===== config.mk =====
export PLATFORM = sky130hd
export DESIGN_NAME = rsp_drain_sched_flat
export DESIGN_NICKNAME = d
export VERILOG_FILES = /design/src/rtl/rsp_drain_sched_if.sv /design/src/rtl/rsp_drain_sched.sv /design/src/flat_wrapper.sv
export SDC_FILE = /design/constraint.sdc
export NUM_CORES = 1
export LEC_CHECK = 0
export BUFFER_PORTS_ARGS = -buffer_cell sky130_fd_sc_hd__buf_4
export CORE_MARGIN = 2
export CORE_UTILIZATION = 62
export DETAILED_ROUTE_END_ITERATION = 10
export PLACE_DENSITY = 0.9
export SLEW_MARGIN = 15
export SYNTH_ARGS = -nofsm -noshare
export SYNTH_HDL_FRONTEND = slang
export SYNTH_SLANG_ARGS = --single-unit
export TNS_END_PERCENT = 20

===== constraint.sdc =====
create_clock -name dma_clk -period 6.81 [get_ports dma_clk]
set_clock_uncertainty 0.05 [all_clocks]
set_input_delay 1.362 -clock dma_clk [delete_from_list [all_inputs] [get_ports dma_clk]]
set_output_delay 1.362 -clock dma_clk [all_outputs]
set_load 0.02 [all_outputs]

===== src/rtl/rsp_drain_sched_if.sv =====
// Bundle of the order, fetch, response and free channels around the
// reorder-buffer drain scheduler. master = scheduler side, slave = environment.
interface rsp_drain_sched_if #(
    parameter int TAG_W  = 6,
    parameter int DATA_W = 256
);
    logic              ord_vld;
    logic [TAG_W-1:0]  ord_tag;
    logic              ord_rdy;

    logic              fetch_ren;
    logic [TAG_W-1:0]  fetch_tag;
    logic              fetch_last;
    logic [DATA_W-1:0] fetch_data;
    logic              fetch_vld;

    logic              rsp_vld;
    logic              rsp_last;
    logic [TAG_W-1:0]  rsp_tag;
    logic [DATA_W-1:0] rsp_data;
    logic              rsp_rdy;

    logic              free_vld;
    logic [TAG_W-1:0]  free_tag;

    modport master (
        input  ord_vld, ord_tag,
        output ord_rdy,
        output fetch_ren, fetch_tag,
        input  fetch_last, fetch_data, fetch_vld,
        output rsp_vld, rsp_last, rsp_tag, rsp_data,
        input  rsp_rdy,
        output free_vld, free_tag
    );

    modport slave (
        output ord_vld, ord_tag,
        input  ord_rdy,
        input  fetch_ren, fetch_tag,
        output fetch_last, fetch_data, fetch_vld,
        input  rsp_vld, rsp_last, rsp_tag, rsp_data,
        output rsp_rdy,
        input  free_vld, free_tag
    );
endinterface


===== src/rtl/rsp_drain_sched.sv =====
// Drains per-tag reorder-buffer contents in DMA issue order onto a valid/ready
// response stream and releases each tag once its last beat is captured.
module rsp_drain_sched #(
    parameter int TAG_W  = 6,
    parameter int DATA_W = 256
) (
    input  logic                 dma_clk,
    input  logic                 rst_n,
    rsp_drain_sched_if.master    bus
);
    localparam int DEPTH = 1 << TAG_W;

    typedef enum logic [0:0] {
        ST_IDLE  = 1'b0,
        ST_DRAIN = 1'b1
    } state_t;

    state_t             state_r;
    state_t             state_nxt_s;

    logic [TAG_W-1:0]   ord_mem_r [DEPTH];
    logic [TAG_W:0]     ord_wr_ptr_r;
    logic [TAG_W:0]     ord_rd_ptr_r;
    logic               ord_full_s;
    logic               ord_empty_s;
    logic               ord_push_s;
    logic               ord_pop_s;
    logic [TAG_W-1:0]   ord_head_s;

    logic [TAG_W-1:0]   cur_tag_r;
    logic               rd_pend_r;
    logic               stale_r;
    logic               last_seen_r;
    logic               free_vld_r;
    logic [TAG_W-1:0]   free_tag_r;

    logic               fetch_ren_s;
    logic               cap_s;
    logic               cap_last_s;
    logic               credit_ok_s;

    logic               head_vld_r;
    logic               head_last_r;
    logic [TAG_W-1:0]   head_tag_r;
    logic [DATA_W-1:0]  head_data_r;
    logic               tail_vld_r;
    logic               tail_last_r;
    logic [TAG_W-1:0]   tail_tag_r;
    logic [DATA_W-1:0]  tail_data_r;
    logic               rsp_pop_s;
    logic               head_free_s;
    logic [1:0]         obuf_cnt_s;
    logic [1:0]         obuf_net_s;
    logic [1:0]         credit_sum_s;

    assign ord_full_s  = (ord_wr_ptr_r[TAG_W] != ord_rd_ptr_r[TAG_W]) &&
                         (ord_wr_ptr_r[TAG_W-1:0] == ord_rd_ptr_r[TAG_W-1:0]);
    assign ord_empty_s = (ord_wr_ptr_r == ord_rd_ptr_r);
    assign ord_push_s  = bus.ord_vld & ~ord_full_s;
    assign ord_head_s  = ord_mem_r[ord_rd_ptr_r[TAG_W-1:0]];

    // A returned beat counts only if it answers a live fetch of the current tag.
    assign cap_s       = rd_pend_r & bus.fetch_vld & ~stale_r;
    assign cap_last_s  = cap_s & bus.fetch_last;

    // Occupancy is taken net of the beat leaving this cycle so that a
    // continuously ready sink sees one beat per cycle.
    assign rsp_pop_s    = head_vld_r & bus.rsp_rdy;
    assign head_free_s  = ~head_vld_r | rsp_pop_s;
    assign obuf_cnt_s   = {1'b0, head_vld_r} + {1'b0, tail_vld_r};
    assign obuf_net_s   = obuf_cnt_s - {1'b0, rsp_pop_s};
    assign credit_sum_s = obuf_net_s + {1'b0, rd_pend_r};
    assign credit_ok_s  = (credit_sum_s < 2'd2);

    // Next-state and fetch request decode.
    always_comb begin
        state_nxt_s = state_r;
        ord_pop_s   = 1'b0;
        fetch_ren_s = 1'b0;
        case (state_r)
            ST_IDLE: begin
                if (!ord_empty_s) begin
                    ord_pop_s   = 1'b1;
                    state_nxt_s = ST_DRAIN;
                end else begin
                    state_nxt_s = ST_IDLE;
                end
            end
            ST_DRAIN: begin
                if (credit_ok_s && !last_seen_r) begin
                    fetch_ren_s = 1'b1;
                end else begin
                    fetch_ren_s = 1'b0;
                end
                if (cap_last_s) begin
                    state_nxt_s = ST_IDLE;
                end else begin
                    state_nxt_s = ST_DRAIN;
                end
            end
            default: begin
                state_nxt_s = ST_IDLE;
            end
        endcase
    end

    // Order FIFO storage; validity is carried entirely by the pointers.
    always_ff @(posedge dma_clk) begin
        if (ord_push_s) begin
            ord_mem_r[ord_wr_ptr_r[TAG_W-1:0]] <= bus.ord_tag;
        end
    end

    // FSM, order pointers, fetch bookkeeping and tag release.
    always_ff @(posedge dma_clk or negedge rst_n) begin
        if (!rst_n) begin
            state_r      <= ST_IDLE;
            ord_wr_ptr_r <= '0;
            ord_rd_ptr_r <= '0;
            cur_tag_r    <= '0;
            rd_pend_r    <= 1'b0;
            stale_r      <= 1'b0;
            last_seen_r  <= 1'b0;
            free_vld_r   <= 1'b0;
            free_tag_r   <= '0;
        end else begin
            state_r   <= state_nxt_s;
            rd_pend_r <= fetch_ren_s;
            // A fetch launched alongside the last capture belongs to no beat.
            stale_r   <= fetch_ren_s & cap_last_s;
            if (ord_push_s) begin
                ord_wr_ptr_r <= ord_wr_ptr_r + (TAG_W+1)'(1);
            end
            if (ord_pop_s) begin
                ord_rd_ptr_r <= ord_rd_ptr_r + (TAG_W+1)'(1);
                cur_tag_r    <= ord_head_s;
            end
            if (cap_last_s) begin
                last_seen_r <= 1'b1;
            end else if (ord_pop_s) begin
                last_seen_r <= 1'b0;
            end
            free_vld_r <= cap_last_s;
            if (cap_last_s) begin
                free_tag_r <= cur_tag_r;
            end
        end
    end

    // Two-entry output buffer: head drives the response port, tail is the skid slot.
    always_ff @(posedge dma_clk or negedge rst_n) begin
        if (!rst_n) begin
            head_vld_r  <= 1'b0;
            head_last_r <= 1'b0;
            head_tag_r  <= '0;
            head_data_r <= '0;
            tail_vld_r  <= 1'b0;
            tail_last_r <= 1'b0;
            tail_tag_r  <= '0;
            tail_data_r <= '0;
        end else if (head_free_s) begin
            if (tail_vld_r) begin
                head_vld_r  <= 1'b1;
                head_last_r <= tail_last_r;
                head_tag_r  <= tail_tag_r;
                head_data_r <= tail_data_r;
                tail_vld_r  <= cap_s;
                if (cap_s) begin
                    tail_last_r <= bus.fetch_last;
                    tail_tag_r  <= cur_tag_r;
                    tail_data_r <= bus.fetch_data;
                end
            end else begin
                head_vld_r <= cap_s;
                tail_vld_r <= 1'b0;
                if (cap_s) begin
                    head_last_r <= bus.fetch_last;
                    head_tag_r  <= cur_tag_r;
                    head_data_r <= bus.fetch_data;
                end
            end
        end else if (cap_s) begin
            tail_vld_r  <= 1'b1;
            tail_last_r <= bus.fetch_last;
            tail_tag_r  <= cur_tag_r;
            tail_data_r <= bus.fetch_data;
        end
    end

    assign bus.ord_rdy   = ~ord_full_s;
    assign bus.fetch_ren = fetch_ren_s;
    assign bus.fetch_tag = cur_tag_r;
    assign bus.rsp_vld   = head_vld_r;
    assign bus.rsp_last  = head_last_r;
    assign bus.rsp_tag   = head_tag_r;
    assign bus.rsp_data  = head_data_r;
    assign bus.free_vld  = free_vld_r;
    assign bus.free_tag  = free_tag_r;

endmodule


===== src/flat_wrapper.sv =====
// flat-port wrapper written by rule: the top's interface ports become plain ports
module rsp_drain_sched_flat 
#(
    parameter int TAG_W  = 6,
    parameter int DATA_W = 256
)
  (dma_clk, rst_n, bus_ord_vld, bus_ord_tag, bus_ord_rdy, bus_fetch_ren, bus_fetch_tag, bus_fetch_last, bus_fetch_data, bus_fetch_vld, bus_rsp_vld, bus_rsp_last, bus_rsp_tag, bus_rsp_data, bus_rsp_rdy, bus_free_vld, bus_free_tag);
  rsp_drain_sched_if #(.TAG_W(TAG_W), .DATA_W(DATA_W)) bus_i ();
  input  logic dma_clk;
  input  logic rst_n;
  input wire logic [$bits(bus_i.ord_vld)-1:0] bus_ord_vld;
  input wire logic [$bits(bus_i.ord_tag)-1:0] bus_ord_tag;
  output wire logic [$bits(bus_i.ord_rdy)-1:0] bus_ord_rdy;
  output wire logic [$bits(bus_i.fetch_ren)-1:0] bus_fetch_ren;
  output wire logic [$bits(bus_i.fetch_tag)-1:0] bus_fetch_tag;
  input wire logic [$bits(bus_i.fetch_last)-1:0] bus_fetch_last;
  input wire logic [$bits(bus_i.fetch_data)-1:0] bus_fetch_data;
  input wire logic [$bits(bus_i.fetch_vld)-1:0] bus_fetch_vld;
  output wire logic [$bits(bus_i.rsp_vld)-1:0] bus_rsp_vld;
  output wire logic [$bits(bus_i.rsp_last)-1:0] bus_rsp_last;
  output wire logic [$bits(bus_i.rsp_tag)-1:0] bus_rsp_tag;
  output wire logic [$bits(bus_i.rsp_data)-1:0] bus_rsp_data;
  input wire logic [$bits(bus_i.rsp_rdy)-1:0] bus_rsp_rdy;
  output wire logic [$bits(bus_i.free_vld)-1:0] bus_free_vld;
  output wire logic [$bits(bus_i.free_tag)-1:0] bus_free_tag;
  assign bus_i.ord_vld = bus_ord_vld;
  assign bus_i.ord_tag = bus_ord_tag;
  assign bus_ord_rdy = bus_i.ord_rdy;
  assign bus_fetch_ren = bus_i.fetch_ren;
  assign bus_fetch_tag = bus_i.fetch_tag;
  assign bus_i.fetch_last = bus_fetch_last;
  assign bus_i.fetch_data = bus_fetch_data;
  assign bus_i.fetch_vld = bus_fetch_vld;
  assign bus_rsp_vld = bus_i.rsp_vld;
  assign bus_rsp_last = bus_i.rsp_last;
  assign bus_rsp_tag = bus_i.rsp_tag;
  assign bus_rsp_data = bus_i.rsp_data;
  assign bus_i.rsp_rdy = bus_rsp_rdy;
  assign bus_free_vld = bus_i.free_vld;
  assign bus_free_tag = bus_i.free_tag;
  rsp_drain_sched #(.TAG_W(TAG_W), .DATA_W(DATA_W)) u_core (.dma_clk(dma_clk), .rst_n(rst_n), .bus(bus_i));
endmodule

# Word level (Yosys, flattened, before mapping)
# Memory sizes are Yosys's and may differ from the RTL's. A register that Yosys moved wholly into a read port is not among the register bits.
# Index checks and enable logic that the tools add are counted.
[classes]
div_mod_pow = 0
reduce_logical = 8
add_sub_neg = 5
bitwise = 11
shift = 0
n_eq_ne = 4
n_lt_le_gt_ge = 1
muxes = 29
mul = 0
[op_table]
columns = ["cell", "count"]
rows = [
  ["2-to-1 mux 256 bit", 5],
  ["2-to-1 mux 6 bit", 5],
  ["2-to-1 mux 1 bit", 18],
  ["adder 7 x 1 -> 7 bit (second input constant)", 2],
  ["equality test 7 bit", 1],
  ["bitwise AND 1 bit", 6],
  ["equality test 6 bit", 1],
  ["nonzero test 2 bit", 3],
  ["NOT 1 bit", 4],
  ["adder 1 x 1 -> 2 bit", 1],
  ["adder 2 x 1 -> 2 bit", 1],
  ["logical AND 1 bit", 2],
  ["logical NOT 1 bit", 2],
  ["< comparator 2 bit (second input constant)", 1],
  ["inequality test 2 x 1 -> 1 bit (second input constant)", 1],
  ["one-hot mux 1 bit (2 select lines)", 1],
  ["AND reduction 2 bit", 1],
  ["subtractor 2 x 1 -> 2 bit", 1],
  ["inequality test 1 bit", 1],
  ["OR 1 bit", 1],
]
[totals]
ram_bits = 384
output_inout_bits = 279
latch_bits = 0
reg_bits = 553
n_memories = 1
mem_bits_ro = 0
in_bits = 268
elab_cells = 75
[memory_table]
columns = ["name", "words", "word_bits", "rd", "rd_ports_with_merged_regs", "wr", "line", "source"]
rows = [
  ["u_core.ord_mem_r", 64, 6, 1, 1, 1, "rsp_drain_sched.sv:21", "logic [TAG_W-1:0] ord_mem_r [DEPTH];"],
]

# Longest topological paths before layout
[logic_depth]
ltp_word = 8
depth_mapped = 9
depth_no_buf = 8

# Worst setup path after synthesis
# OpenSTA, ideal clock, no wires.
[synth_timing]
kind = "input-to-output"
from = "in bus_rsp_rdy"
to = "out bus_fetch_ren"
slack_ns = 2.584
t_arrival_ns = 2.814
path_stages = 7
n_path_buf = 0
required_ns = 5.398
cell_sequence = "and2_1 > ha_1 > inv_1 > ha_1 > a21oi_1 > xnor2_1 > nor3_1"
[synth_between]
elab_chain_len = 7
[synth_rtl]
columns = ["item", "line", "source"]
rows = [
  ["from (decl)", "flat_wrapper.sv:23", "input wire logic [$bits(bus_i.rsp_rdy)-1:0] bus_rsp_rdy;"],
  ["bitwise AND 1 bit", "rsp_drain_sched.sv:68", "assign rsp_pop_s = head_vld_r & bus.rsp_rdy;"],
  ["subtractor 2 x 1 -> 2 bit", "rsp_drain_sched.sv:71", "assign obuf_net_s = obuf_cnt_s - {1'b0, rsp_pop_s};"],
  ["adder 2 x 1 -> 2 bit", "rsp_drain_sched.sv:72", "assign credit_sum_s = obuf_net_s + {1'b0, rd_pend_r};"],
  ["< comparator 2 bit", "rsp_drain_sched.sv:73", "assign credit_ok_s = (credit_sum_s < 2'd2);"],
  ["logical AND 1 bit", "rsp_drain_sched.sv:90", "if (credit_ok_s && !last_seen_r) begin"],
  ["2-to-1 mux 1 bit", "rsp_drain_sched.sv:90", ""],
  ["2-to-1 mux 1 bit", "rsp_drain_sched.sv:80", "case (state_r)"],
  ["to (decl)", "flat_wrapper.sv:14", "output wire logic [$bits(bus_i.fetch_ren)-1:0] bus_fetch_ren;"],
]
# Every way passes these cells.

# Worst setup path in the final report
# Ends and elaborated chain as after synthesis.

==> results_dict.tcl <==
set metrics [dict create \
    min_period_ns 4.45 \
    worstSetupStartpointType "primary input" \
    placed_cells 3740 \
    clock.fmax_ghz 0.225 \
    finalNonFillerCells 3921 \
    hold_class "register to register" \
    avgSynthCellArea_um2 14.9 \
    slowest_delay_ns 0.28 \
    path_max_fanout 3 \
    syn_to_final_growth_pct 20.1 \
    period_share_pct 65.3 \
    synth.distinct_cells 56 \
    ctsHoldBuffers 0 \
    cp.buffers_inverters 3 \
    hold_viol 0 \
    hold_path_depth 1 \
    routedWlPerCell_um 25.2 \
    cts.sinks 943 \
    crit_family "adder cells" \
    final_common_cell "buf_4" \
    fp-row-count 90 \
    wirelength_um 99000 \
    yosys_warnings 0 \
    clkLatencyLatePin_ns 0.65 \
    grt_pass1_wl_um 148000 \
    final_cell_mix "buf_4 (558), dfrtp_1 (556), edfxtp_1 (384)" \
    syn_nets 2833 \
    cts_buffers 92 \
    die-area_um2 63400 \
    tightest_slew_ns 1.15 \
    grt_util_met3_pct 8.21 \
    syn_inst 2561 \
    clock_path_buffers 3 \
    async_flop_share_pct 59.3 \
    first_pass_iters 7 \
    max_slew_margin_pct 23.3 \
    drc 0 \
    ir_drop_v 0.000285 \
    synth_seq_cells 943 \
    fin_total_pwr_mw 20.8 \
    start_util_pct 62.9 \
    coreArea_um2 60500 \
    rsz0062_at_grt "false" \
    cellLeakagePower_nw 18.7 \
    final_core_util_pct 75.6 \
    tns_ns 0 \
    overflow 0 \
    grt_pass1_vias 24660 \
    drt_iter0_drc 2599 \
    nets 3324 \
    grt_use_met1_pct 38.7 \
    vias 24092 \
    cap_violations 0 \
    drive_above_1_share_pct 34.3 \
    cp.arrival_ns 3.04 \
    fp.dieH_um 252 \
    crit_required_ns 5.40 \
    path_depth 9 \
    htreeDepth 3 \
    grt_most_used_layer "met2" \
    finalSetupViolCount 0 \
    final.fill_count 3353 \
    status "finished, final reports clean" \
    ys_seq_area_share_pct 67.0 \
    postCtsResizedCells 0 \
    synth_edf_count 384 \
    cp_slowest_cell "nor3_1" \
    viasPerCell 6.14 \
    dp_hpwl_um 65600 \
    yosys_most_used_dff "dfrtp_1" \
    grt_usage_pct 30.9 \
    postCtsSetupBuffers 0 \
    drtAntennaViolNets 0 \
    path_cells "buf_4, and2_1, ha_1, inv_1, ha_1, a21oi_1, xnor2_1, nor3_1, buf_4" \
    crit_type "primary input to output port" \
    grt_max_degree 275 \
    power_density_nw_per_um2 456 \
    finalMaxSlewViolations 0 \
    gp_congestion 0.888 \
    dieWidth_um 252 \
    cts_tree "yes" \
    antenna_found_initial 16 \
    netlist_area_um2 38100 \
    cp-end-kind "output port" \
    root_buffer "clkbuf_16" \
    rrSetupSlack_ns 3.23 \
    ioPinCount 547 \
    grt_use_met2_pct 49.5 \
    clkTransAtPathRegs_ns 0.06 \
    port_buffers 546 \
    r2r_cells 4 \
]
[synthesized netlist by cell type, drive strengths merged (10+ instances only)]
cell type  count  share of area (%)
dfrtp        559                 37
edfxtp       384                 30
mux2i        292                7.7
nand2        287                2.8
mux2         272                8.0
o21ai        269                3.5
clkbuf       122                1.2
mux4          84                5.0
nor2          78               0.77
buf           46               0.73
a22oi         32               0.63
xnor2         13               0.30
a21oi         10               0.13
inv           10              0.099
[report_power, final]
part	switching (mW)	internal, mW
clock	2.14	2.89
combinational	3.91	3.06
sequential	1.21	7.62
total	7.26	13.6
[layer usage]
layer	wire length, um	vias to the layer above
met5	43	-
met4	5630	6
met2	48300	1221
li1	-	10389
met3	9130	308
met1	35800	12168
[worst register-to-register path: stages, from the launching register on]
cell and delay, ns:
dfrtp_4 0.97, buf_12 0.71, buf_4 1.17, mux2i_1 0.35, o21ai_0 0.14
[sequential cells by signal, indices dropped and copies added, names as in the netlist]
register              count
u_core.stale_r            1
u_core.bus.free_tag       6
u_core.bus.free_vld       1
u_core.ord_mem_r        384
u_core.tail_vld_r         1
u_core.bus.rsp_vld        1
u_core.ord_rd_ptr_r       7
u_core.bus.rsp_last       1
u_core.tail_tag_r         6
u_core.state_r            1
u_core.tail_data_r      256
u_core.bus.rsp_tag        6
u_core.tail_last_r        1
u_core.bus.fetch_tag      6
u_core.ord_wr_ptr_r       7
u_core.bus.rsp_data     256
u_core.rd_pend_r          1
u_core.last_seen_r        1
[layout make-up]
type                            instances  area, um2  area share, %
Sequential cell                       943      25500           55.8
Clock buffer                          134       2760           6.03
Timing Repair Buffer                  565       4320           9.46
Clock inverter                         33        267          0.583
Inverter                               10       37.5         0.0821
Tap cell                              782        978           2.14
Antenna cell                           14       35.0         0.0766
Multi-Input combinational cell       1440      11800           25.8
[per-stage QoR]
| stage | setup slack (ns) | hold WS [ns] | cell area, um2 |
|---|---|---|---|
| final | 2.36 | 0.423 | 45700 |
| after global routing | 2.29 | 0.442 | 45700 |
| after global placement | 2.38 | 0.401 | 42700 |
| after floorplan | 2.58 | 0.400 | 38100 |
| after CTS | 2.38 | 0.426 | 45700 |
| after detailed placement | 2.39 | 0.414 | 42700 |
[worst paths after layout]
check,startpoint,endpoint
min in group asynchronous,rst_n,u_core.bus.rsp_data[151]
max in group asynchronous,rst_n,u_core.bus.rsp_data[249]
min,u_core.last_seen_r,u_core.rd_pend_r
max,bus_rsp_rdy,bus_fetch_ren
max reg2reg,u_core.tail_vld_r,u_core.bus.rsp_data[224]
min reg2reg,u_core.last_seen_r,u_core.rd_pend_r
[kinds of logic (layout without fill, tap and decap cells)]
| group | after synthesis | in the layout | synth area share [%] |
|---|---|---|---|
| compound gates | 343 | 343 | 4.95 |
| xor+xnor | 19 | 19 | 0.437 |
| fa+ha+maj | 5 | 5 | 0.158 |
| buf+inv | 178 | 742 | 2.03 |
| flops | 943 | 943 | 67.0 |
| mux | 648 | 648 | 20.7 |
| other cells | 0 | 14 | 0 |
| simple gates | 425 | 425 | 4.64 |
(Power assumes the default switching activity.)
